### src/rtl/pad_border_if.sv
// FIFO-side handshake bundle for pad_border: input FIFO pop side and output FIFO push side.
// master = padding stage, slave = the FIFOs around it.
interface pad_border_if #(
    parameter int GRAY_DATA_WIDTH = 8
);
    logic                       in_rd_en;
    logic                       in_empty;
    logic [GRAY_DATA_WIDTH-1:0] in_dout;
    logic                       out_wr_en;
    logic                       out_full;
    logic [GRAY_DATA_WIDTH-1:0] out_din;

    modport master (
        output in_rd_en,
        input  in_empty,
        input  in_dout,
        output out_wr_en,
        input  out_full,
        output out_din
    );

    modport slave (
        input  in_rd_en,
        output in_empty,
        output in_dout,
        input  out_wr_en,
        output out_full,
        input  out_din
    );
endinterface

### src/rtl/pad_border.sv
// Wraps a raster grayscale stream in a one-pixel PAD_VALUE border, zero-latency pass-through.
// Define PAD_BORDER_FRAME_DONE_EN to add a registered one-cycle frame_done pulse.
module pad_border #(
    parameter int                         GRAY_DATA_WIDTH = 8,
    parameter int                         IMG_WIDTH       = 720,
    parameter int                         IMG_HEIGHT      = 720,
    parameter logic [GRAY_DATA_WIDTH-1:0] PAD_VALUE       = '0
) (
    input  logic         clock,
    input  logic         reset,
`ifdef PAD_BORDER_FRAME_DONE_EN
    output logic         frame_done,
`endif
    pad_border_if.master fifo_if
);
    localparam int COL_W = $clog2(IMG_WIDTH + 2);
    localparam int ROW_W = $clog2(IMG_HEIGHT + 2);

    localparam logic [COL_W-1:0] COL_LAST = COL_W'(IMG_WIDTH + 1);
    localparam logic [ROW_W-1:0] ROW_LAST = ROW_W'(IMG_HEIGHT + 1);
    localparam logic [COL_W-1:0] COL_ONE  = COL_W'(1);
    localparam logic [ROW_W-1:0] ROW_ONE  = ROW_W'(1);

    localparam logic [0:0] S_WAIT   = 1'b0;
    localparam logic [0:0] S_STREAM = 1'b1;

    logic [0:0]                 r_state;
    logic [COL_W-1:0]           r_col;
    logic [ROW_W-1:0]           r_row;
    logic                       w_col_end;
    logic                       w_border;
    logic                       w_frame_end;
    logic                       w_push;
    logic                       w_pop;
    logic [GRAY_DATA_WIDTH-1:0] w_din;

    assign w_col_end   = (r_col == COL_LAST);
    assign w_border    = (r_row == '0) || (r_row == ROW_LAST) || (r_col == '0) || w_col_end;
    assign w_frame_end = w_col_end && (r_row == ROW_LAST);

    // Outputs are gated by reset so nothing leaks out while a mid-frame reset is held.
    always_comb begin
        w_push = 1'b0;
        w_pop  = 1'b0;
        w_din  = '0;
        if (!reset && (r_state == S_STREAM)) begin
            if (w_border) begin
                w_push = !fifo_if.out_full;
                w_din  = PAD_VALUE;
            end else begin
                w_push = !fifo_if.out_full && !fifo_if.in_empty;
                w_pop  = w_push;
                w_din  = fifo_if.in_dout;
            end
        end
    end

    assign fifo_if.out_wr_en = w_push;
    assign fifo_if.in_rd_en  = w_pop;
    assign fifo_if.out_din   = w_din;

    always_ff @(posedge clock) begin
        if (reset) begin
            r_state <= S_WAIT;
            r_col   <= '0;
            r_row   <= '0;
        end else begin
            case (r_state)
                S_WAIT: begin
                    if (!fifo_if.in_empty) begin
                        r_state <= S_STREAM;
                    end
                end
                default: begin
                    if (w_push) begin
                        if (w_col_end) begin
                            r_col <= '0;
                            if (w_frame_end) begin
                                r_row   <= '0;
                                r_state <= S_WAIT;
                            end else begin
                                r_row <= r_row + ROW_ONE;
                            end
                        end else begin
                            r_col <= r_col + COL_ONE;
                        end
                    end
                end
            endcase
        end
    end

`ifdef PAD_BORDER_FRAME_DONE_EN
    logic r_frame_done;

    always_ff @(posedge clock) begin
        if (reset) begin
            r_frame_done <= 1'b0;
        end else begin
            r_frame_done <= w_push && w_frame_end;
        end
    end

    assign frame_done = r_frame_done;
`endif
endmodule

### src/flat_wrapper.sv
// flat-port wrapper written by rule: the top's interface ports become plain ports
module pad_border_flat 
#(
    parameter int                         GRAY_DATA_WIDTH = 8,
    parameter int                         IMG_WIDTH       = 720,
    parameter int                         IMG_HEIGHT      = 720,
    parameter logic [GRAY_DATA_WIDTH-1:0] PAD_VALUE       = '0
)
  (clock, reset, fifo_if_in_rd_en, fifo_if_in_empty, fifo_if_in_dout, fifo_if_out_wr_en, fifo_if_out_full, fifo_if_out_din);
  pad_border_if #(.GRAY_DATA_WIDTH(GRAY_DATA_WIDTH)) fifo_if_i ();
  input  logic clock;
  input  logic reset;
  output wire logic [$bits(fifo_if_i.in_rd_en)-1:0] fifo_if_in_rd_en;
  input wire logic [$bits(fifo_if_i.in_empty)-1:0] fifo_if_in_empty;
  input wire logic [$bits(fifo_if_i.in_dout)-1:0] fifo_if_in_dout;
  output wire logic [$bits(fifo_if_i.out_wr_en)-1:0] fifo_if_out_wr_en;
  input wire logic [$bits(fifo_if_i.out_full)-1:0] fifo_if_out_full;
  output wire logic [$bits(fifo_if_i.out_din)-1:0] fifo_if_out_din;
  assign fifo_if_in_rd_en = fifo_if_i.in_rd_en;
  assign fifo_if_i.in_empty = fifo_if_in_empty;
  assign fifo_if_i.in_dout = fifo_if_in_dout;
  assign fifo_if_out_wr_en = fifo_if_i.out_wr_en;
  assign fifo_if_i.out_full = fifo_if_out_full;
  assign fifo_if_out_din = fifo_if_i.out_din;
  pad_border #(.GRAY_DATA_WIDTH(GRAY_DATA_WIDTH), .IMG_WIDTH(IMG_WIDTH), .IMG_HEIGHT(IMG_HEIGHT), .PAD_VALUE(PAD_VALUE)) u_core (.clock(clock), .reset(reset), .fifo_if(fifo_if_i));
endmodule
### config.mk
export PLATFORM = sky130hd
export DESIGN_NAME = pad_border_flat
export DESIGN_NICKNAME = d
export VERILOG_FILES = /design/src/rtl/pad_border_if.sv /design/src/rtl/pad_border.sv /design/src/flat_wrapper.sv
export SDC_FILE = /design/constraint.sdc
export NUM_CORES = 1
export LEC_CHECK = 0
export BUFFER_PORTS_ARGS = -buffer_cell sky130_fd_sc_hd__buf_2
export CAP_MARGIN = 10
export CORE_UTILIZATION = 25
export CTS_CLUSTER_DIAMETER = 150
export DETAILED_ROUTE_END_ITERATION = 6
export GPL_TIMING_DRIVEN = 0
export HOLD_SLACK_MARGIN = 0.15
export PLACE_DENSITY_LB_ADDON = 0.3
export SYNTH_ARGS = -nofsm -noshare
export SYNTH_HDL_FRONTEND = slang
export SYNTH_SLANG_ARGS = --single-unit
### constraint.sdc
create_clock -name clock -period 2.22 [get_ports clock]
set_input_delay 0.222 -clock clock [delete_from_list [all_inputs] [get_ports clock]]
set_output_delay 0.222 -clock clock [all_outputs]
set_load 0.005 [all_outputs]
# [Word-level counts from Yosys, hierarchy flattened]
# Index checks and enable logic that the tools add are counted.
[totals] ff_bits=21 inputBits=12 out_inout_bits=10 wordCells=33
[op_classes] addsub=2 eq_ne=2 mux=13 reduce_logical=13
[op_table] op="adder 10 x 1 -> 10 bit (second input constant)" n=2
[op_table] op="equality test 10 bit (second input constant)" n=2
[op_table] op="zero test 10 bit" n=2
[op_table] op="2-to-1 mux 10 bit" n=2
[op_table] op="2-to-1 mux 8 bit" n=2
[op_table] op="2-to-1 mux 1 bit" n=9
[op_table] op="logical AND 1 bit" n=3
[op_table] op="zero test 1 bit" n=3
[op_table] op="logical OR 1 bit" n=3
[op_table] op="AND reduction 3 bit" n=1
[op_table] op="AND reduction 2 bit" n=1

# [Logic depth before layout (Yosys ltp)]
# Gate-level depths: netlist of the first run.
[logic_depth] word_depth=8 ltp_mapped=8 ltp_nobuf=7

# [Least setup slack after synthesis of the first run]
# Ideal clock, no wire load.
[synth_timing] path_type="reg2reg" startpoint="register u_core.r_col[1]" endpoint="register u_core.r_col[5]" setup_ns=0.125 t_arrival_ns=2.036 t_required_ns=2.095 slack_ns=0.060 path_stages_with_launch=9 path_buffers=1 period_less_slack_ns=2.160 path_cell_list="dfxtp_1 inv_1 ha_1 or4b_1 mux2_2 o221a_2 clkbuf_1 o311ai_0 nand2_1"
[synth_via] elab_chain_cells=6 word_cells_on_any_way=9 classes_between="add/sub: 1; eq/ne: 1; mux: 3; reduce/logical: 4"
[synth_rtl] item="from (decl)" line_no="pad_border.sv:28" text="logic [COL_W-1:0] r_col;"
[synth_rtl] item="from (signal assigned)" line_no="pad_border.sv:85" text="r_col <= r_col + COL_ONE;"
[synth_rtl] item="parallel branches: the longest is 6 deep, another holds adder 10 x 1 -> 10 bit"
# Parallel ways; which one is timed is not known.
# A chain may end at the register's enable or synchronous reset.

# [Worst setup path after layout of the first run]
[layout_timing] startpoint="register u_core.r_col[1]" endpoint="output port fifo_if_out_din[6]"
[layout_via] elab_chain_cells=5 word_cells_on_any_way=6 classes_between="eq/ne: 1; mux: 2; reduce/logical: 3"
[layout_rtl] item="zero test 10 bit" line_no="pad_border.sv:38" text="assign w_border = (r_row == '0) || (r_row == ROW_LAST) || (r_col == '0) || w_col_end;"
[layout_rtl] item="logical OR 1 bit" line_no="pad_border.sv:38"
[layout_rtl] item="logical OR 1 bit (*)" line_no="pad_border.sv:38"
[layout_rtl] item="2-to-1 mux 8 bit (*)" line_no="pad_border.sv:47" text="if (w_border) begin"
[layout_rtl] item="2-to-1 mux 8 bit (*)" line_no="pad_border.sv:46" text="if (!reset && (r_state == S_STREAM)) begin"
[layout_rtl] item="to (decl)" line_no="flat_wrapper.sv:18" text="output wire logic [$bits(fifo_if_i.out_din)-1:0] fifo_if_out_din;"
# Every way passes the cells marked *; elsewhere a longest branch is shown, timed or not.

==> summary.md, run 1 <==
| Metric | Value |
|---|---|
| Status | `finished with violations` |
| Failing checks | `negative setup slack` |
| Final Hold Viols | `0` |
| Yosys reg bits | `21` |
| H-tree levels | `1` |
| Power Density | `404 nW/um2` |
| Post-Synth Simple-Gate Area | `0.333` |
| Hold Crit Class | `in -> reg` |
| Clk Latency, worst-skew pair | `0.27 ns` |
| Commonest non-fill, non-tap cells in the layout | `buf_2 (20), dfxtp_1 (17), a21oi_1 (12)` |
| WL/cell | `12.3 um` |
| Crit start category | `flip-flop` |
| CTS clk-pin slew, worst paths | `0.08 ns` |
| Setup Viol. Count Final | `10` |
| Worst path cell trace | `inv_2, ha_4, or4b_1, mux2_4, o22ai_2, nor3b_4, and2_1, buf_2` |
| Die width | `72.7 um` |
| Sink Count | `21` |
| Drt drc | `0` |
| GR Overflow Total | `0` |
| Via count | `1296` |
| Routed WL | `3.16 mm` |
| Layout fillers | `511` |
| Overall Global Routing Usage | `0.121` |
| Fin crit share | `1.05` |
| Initial antenna violation count | `0` |
| Crit. End Element | `primary output` |
| Max Root-Sink Buffers | `2` |
| Post-DRT Antenna Nets | `0` |
| Slew headroom | `0.554` |
| Slack of the critical path | `-0.105 ns` |
| # diodes | `0` |
| Layout cell share with drive strength beyond 1 | `0.365` |
| Multiplexer share of the synthesized area | `0.00901` |
| Detailed router's first-iteration violation count | `34` |
| Placed Area | `1440 um2` |
| Least-Margin Pin Slew | `0.664 ns` |
| Ys flop type | `dfxtp_1` |
| Placer Congestion | `0.771` |
| Pre-antenna DRT Iters | `4` |
| YS warnings | `0` |
| Dpl hpwl | `2.10 mm` |
| Crit-path slowest cell | `or4b_1` |
| Post-layout util | `0.357` |
| Synth-to-Final Area Change | `35.8%` |
| Number of synthesized flops with an enable pin | `0` |
| TritonCTS clock tree | `built` |
| Largest net degree at the start of global routing | `12` |
| Die area | `5290 um2` |
| Leak | `0.657 nW` |
| Commonest non-fill, non-tap cell in the layout | `buf_2` |
| IO buf count | `21` |
| TritonCTS buffer count | `3` |
| Adder-cell share of the synthesized area | `0.0601` |
| Die Y | `72.7 um` |
| Library cells used by synthesis | `38` |
| Core area | `4750 um2` |
| Final #Nets | `208` |
| Pre-CTS WS | `-0.203 ns` |
| Sequential cell area | `428 um2` |
| Worst setup path class | `reg -> out` |
| Post-Synth XOR/XNOR Area | `0.0140` |
| CP max FO | `8` |
| Post-Syn Instances | `153` |
| Largest family of logic cells by synthesized area | `simple AND/OR/NAND/NOR gates` |
| Peak VDD IR | `0.000156 V` |
| Vias per cell | `5.06` |
| Rows | `25` |
| Complex-gate fraction of the synthesized area | `0.202` |
| Avg Inst Size Synth | `8.17 um2` |
| Data required, critical path | `2.00 ns` |
| I/O pin count | `22` |
| Max-cap viol count | `0` |
| Slowest cell delay on critical path | `0.44 ns` |
| Post-synth ARST share | `0` |
| Vias in the first global route | `1094` |
| CP Data Arrival Time | `2.10 ns` |
| Count of pins over their slew limit | `0` |
| Clock root buffer | `clkbuf_8` |
| Initial core utilization | `0.263` |
| Pwr Total | `687 uW` |
| Crit path time final | `2.33 ns` |
| Final Skew | `0.00128 ns` |
| Mapped Nets | `171` |
| Multi-input combinational cell area | `883 um2` |
| FMAX | `430 MHz` |
| Sequential area share after synthesis | `0.336` |
| Final Instance Area | `1700 um2` |
| First-pass GRT wire length | `4.94 mm` |
| RSZ-0062 raised after global routing | `true` |
| Post-Syn Area | `1250 um2` |
==> worst max-delay path: cells and delay by family, from the launching register on <==
family / cells / cell delay (ns)
AO/OA/AOI/OAI: 1 / 0.18
flip-flops: 1 / 0.34
multiplexers: 1 / 0.30
AND/OR/NAND/NOR: 3 / 0.71
adder cells (fa/ha/maj): 1 / 0.11
buffers and inverters: 2 / 0.19
==> metal layers <==
layer / wire length [um] / track usage
met1: 1500 / 0.157
met2: 1440 / 0.191
met3: 150 / 0.0193
met4: 73 / 0.0654
met5: 0 / 0
==> cell families (layout without fill, tap and decap cells) <==
logic type | count (synthesis) | after routing
simple gates | 69 | 69
compound gates | 41 | 41
flops | 21 | 21
buf+inv | 13 | 49
fa+ha+maj | 6 | 6
xor+xnor | 2 | 2
mux | 1 | 1
==> metrics by stage <==
step	TNS [ns]	cells	hold slack, ns
final	-0.780	256	0.295
after global routing	-1.78	256	0.339
after CTS	-0.569	252	0.313
after detailed placement	-1.56	241	0.490
after global placement	-0.995	241	0.489
after floorplan	0	153	0.398
==> state kept, by name (all words and copies together) (netlist names) <==
| name | cells |
|---|---|
| u_core.r_row | 10 |
| u_core.r_state | 1 |
| u_core.r_col | 10 |
==> report_power, final <==
part,total [mW],internal [mW],leakage (nW),switching (mW)
logic,0.0409,0.0193,0.462,0.0216
clock network,0.266,0.129,0.0228,0.138
registers,0.379,0.377,0.172,0.00189
==> cell usage after synthesis, drive strengths merged (2+ instances only) <==
library cell | count | area share
or4b | 2 | 0.016
or3 | 5 | 0.025
clkbuf | 3 | 0.0090
nor3b | 3 | 0.018
ha | 6 | 0.060
nand4b | 2 | 0.014
nor3 | 6 | 0.032
inv | 9 | 0.027
o31ai | 5 | 0.030
and2 | 8 | 0.040
nor2 | 12 | 0.036
o21ai | 9 | 0.036
o211ai | 2 | 0.012
nand2 | 9 | 0.027
nand3 | 2 | 0.0080
nand4 | 8 | 0.040
a21oi | 15 | 0.060
nand3b | 2 | 0.012
or4 | 7 | 0.048
a31oi | 2 | 0.010
dfxtp | 21 | 0.34
==> area by class of cell <==
cell class                 count  share of cell area
sequential                    21               0.252
buffer                         4              0.0155
clock buffer                   4              0.0265
tap                           67              0.0494
multi-input combinational    119               0.520
inverter                       9              0.0199
timing repair buffer          32               0.116
==> repair_timing <==
action | CTS | global route
setup buffers | 7 | 4
hold buffers | 0 | 0
hold endpoints to repair | 0 | 0
endpoints found under the setup margin | 22 | 18
gates resized for setup | 21 | 18
pin swaps | 6 | 12
==> final timing paths <==
kind	depth (start not counted)	end	slack, ns	from
min reg2reg	2	u_core.r_col[9]	0.51	u_core.r_col[9]
min	4	u_core.r_col[1]	0.29	fifo_if_out_full
max reg2reg	7	u_core.r_col[8]	0	u_core.r_col[1]
max	8	fifo_if_out_din[6]	-0.11	u_core.r_col[1]
Note: power is estimated with default switching activity, not from simulation.
==> run 2, diff against run 1 <==
Settings changed: REMOVE_ABC_BUFFERS set to 1.
==> run 2 against run 1 <==
Against the previous run: the flow still finishes with violations (negative setup slack); combinational power is 6.8% lower; count of clock-buffer cells in the layout stayed put; sequential power hardly changed; final cell count shrank 0.78%; routed wire length rose by 2.4%; final area up 0.59%; total power decreased by 1.5%; global-route usage about the same; utilization up 0.21 points; critical path type unchanged; critical endpoint is now fifo_if_out_din[0]; largest cell class unchanged.
==> summary.md, run 2 (synthesis gave the netlist of run 1 again) <==
| Metric | Value |
|---|---|
| FMAX | `440 MHz (+2.4%)` |
| TritonCTS clock tree | `built` |
| Power Density | `396 nW/um2 (-2.1%)` |
| Layout fillers | `527 (+3.1%)` |
| Max Root-Sink Buffers | `2 (unchanged)` |
| Hold path depth | `2 (-2)` |
| Slew headroom | `0.535 (-0.0186)` |
| TritonCTS buffer count | `3 (unchanged)` |
| Via count | `1291 (-0.39%)` |
| Post-DRT Antenna Nets | `0 (unchanged)` |
| Final Skew | `0.00719 ns (+0.00592 ns)` |
| Worst setup path class | `reg -> out` |
| Pre-antenna DRT Iters | `5 (+1)` |
| Die area | `5290 um2 (unchanged)` |
| Setup_tns | `-0.325 ns (+0.455 ns)` |
| Crit. End Element | `primary output` |
| Commonest non-fill, non-tap cell in the layout | `buf_2` |
| Crit start category | `flip-flop` |
| # diodes | `0 (unchanged)` |
| H-tree levels | `1 (unchanged)` |
| Dpl hpwl | `2.05 mm (-2.4%)` |
| CP max FO | `8 (unchanged)` |
| Placed Area | `1420 um2 (-1.6%)` |
| Failing checks | `negative setup slack` |
| Hold path endpoint | `u_core.r_row[5]` |
| Routed WL | `3.24 mm (+2.4%)` |
| Top flop regs | `u_core.r_col x10, u_core.r_row x10, u_core.r_state x1` |
| Status | `finished with violations` |
| Hold_buf cts | `0 (unchanged)` |
| Initial core utilization | `0.263 (unchanged)` |
| IO buf count | `21 (unchanged)` |
| FF-to-FF Start | `u_core.r_col[1]` |
| FF-to-FF setup slack | `0 ns (unchanged)` |
| Drt drc | `0 (unchanged)` |
| Rows | `25 (unchanged)` |
| Worst Reg-to-Reg Cells | `7 (unchanged)` |
| CP Data Arrival Time | `2.05 ns (-0.05 ns)` |
| Data required, critical path | `2.00 ns (about the same)` |
| Slack of the critical path | `-0.0503 ns (+0.0547 ns)` |
| Final Instance Area | `1710 um2 (+0.59%)` |
| Vias in the first global route | `1120 (+2.4%)` |
| Crit-path slowest cell | `or4b_4` |
| Leak | `0.639 nW (-2.7%)` |
| Max-cap viol count | `0 (unchanged)` |
| Placer Congestion | `0.789 (+2.3%)` |
| Final #Nets | `206 (-0.96%)` |
| RSZ-0062 raised after global routing | `true` |
| Fin crit share | `1.02 (-0.0246)` |
| Vias per cell | `5.08 (+0.40%)` |
| Count of pins over their slew limit | `0 (unchanged)` |
| Setup Viol. Count Final | `12 (+2)` |
| Clock root buffer | `clkbuf_8` |
| Slowest cell delay on critical path | `0.46 ns (+0.02 ns)` |
| Worst path cell trace | `inv_2, ha_4, or4b_4, o22a_4, o22ai_4, nor3b_4, and2_1, buf_2` |
| Final Hold Viols | `0 (unchanged)` |
| Die width | `72.7 um (unchanged)` |
| Clk Latency, worst-skew pair | `0.26 ns (about the same)` |
| Pwr Total | `676 uW (-1.5%)` |
| Detailed router's first-iteration violation count | `31 (-8.8%)` |
| Pre-CTS WS | `-0.230 ns (-0.0276 ns)` |
| Peak VDD IR | `0.000162 V (+3.8%)` |
| Sink Count | `21 (unchanged)` |
| Hold Crit Class | `in -> reg` |
| Placed cell count | `237 (-1.7%)` |
| Reg-to-reg endpoint | `u_core.r_col[7]` |
| Hold Startpoint | `reset` |
| Overall Global Routing Usage | `0.120 (-0.000442)` |
| WL/cell | `12.7 um (+3.2%)` |
| Layout cell share with drive strength beyond 1 | `0.364 (-0.00144)` |
| Crit path time final | `2.27 ns (-0.0547 ns)` |
| CP delay by family, top | `simple AND/OR/NAND/NOR gates` |
| I/O pin count | `22 (unchanged)` |
| CTS clk-pin slew, worst paths | `0.08 ns (about the same)` |
| Synth-to-Final Area Change | `36.6%` |
| Least-Margin Pin Slew | `0.692 ns (+0.0277 ns)` |
| Die Y | `72.7 um (unchanged)` |
| First-pass GRT wire length | `5.09 mm (+2.9%)` |
| Commonest non-fill, non-tap cells in the layout | `buf_2 (21), dfxtp_1 (17), a21oi_1 (12)` |
| Non-Filler Instances | `254 (-0.78%)` |
| GR Overflow Total | `0 (unchanged)` |
| CP bufs+invs | `2 (unchanged)` |
| Initial antenna violation count | `0 (unchanged)` |
| Largest net degree at the start of global routing | `16 (+4)` |
| Core area | `4750 um2 (unchanged)` |
[run 2: cell types whose count changed in the layout (fill, tap and decap cells not counted), sizes merged]
| cell | change |
|---|---|
| buf | -1 |
| clkbuf | -2 |
| o221a | +1 |
[run 2: cell type report]
cell class	count	area, um2	area share
Multi-Input combinational cell	120	913	0.535
Sequential cell	21	430	0.252
Timing Repair Buffer	33	199	0.116
Tap cell	67	83.8	0.0491
Clock buffer	4	45.0	0.0264
Inverter	9	36.3	0.0212
[run 2: worst reg2reg max path, stage by stage, from the launching register on]
cell	delay, ns
dfxtp_2	0.33
inv_2	0.08
ha_4	0.11
or4b_1	0.43
mux2_4	0.31
o221a_4	0.27
or4_4	0.52
a21oi_2	0.12
[run 2: power breakdown]
part	total (mW)	switching (mW)	internal, mW
registers	0.379	0.00222	0.377
clock network	0.259	0.131	0.128
logic	0.0381	0.0211	0.0170
[run 2: worst max path at each step]
stage	startpoint	to	slack [ns]	cells after the start
CTS	u_core.r_row[1]	fifo_if_out_din[2]	-0.04	8
finish	u_core.r_row[1]	fifo_if_out_din[0]	-0.05	8
global placement	u_core.r_col[2]	u_core.r_row[3]	-0.21	5
floorplan	u_core.r_col[1]	u_core.r_col[7]	0.004	7
global route	u_core.r_col[1]	fifo_if_out_din[1]	-0.13	8
detailed placement	u_core.r_col[2]	u_core.r_row[3]	-0.23	5
[run 2: stage by stage]
stage,utilization,hold WS (ns)
after floorplan,-,0.291
after global placement,0.298,0.484
after detailed placement,0.298,0.473
after CTS,0.344,0.316
after global routing,0.359,0.320
final,0.359,0.316
[run 2: timing repair]
action | 4_1_cts | 5_1_grt
resized for setup | 25 | 13
endpoints found under the hold margin | 0 | 0
gates cloned | 1 | 0
setup buffers | 10 | 2
setup endpoints to repair | 22 | 26
pin swaps | 14 | 14
[run 2: per-layer routing]
| layer | vias to the layer above | part of all wire | GRT usage |
|---|---|---|---|
| met4 | 0 | 0.012 | 0.0392 |
| met2 | 36 | 0.45 | 0.186 |
| met1 | 600 | 0.49 | 0.171 |
| met3 | 4 | 0.047 | 0.0193 |
| met5 | - | 0 | 0 |
| li1 | 651 | - | - |
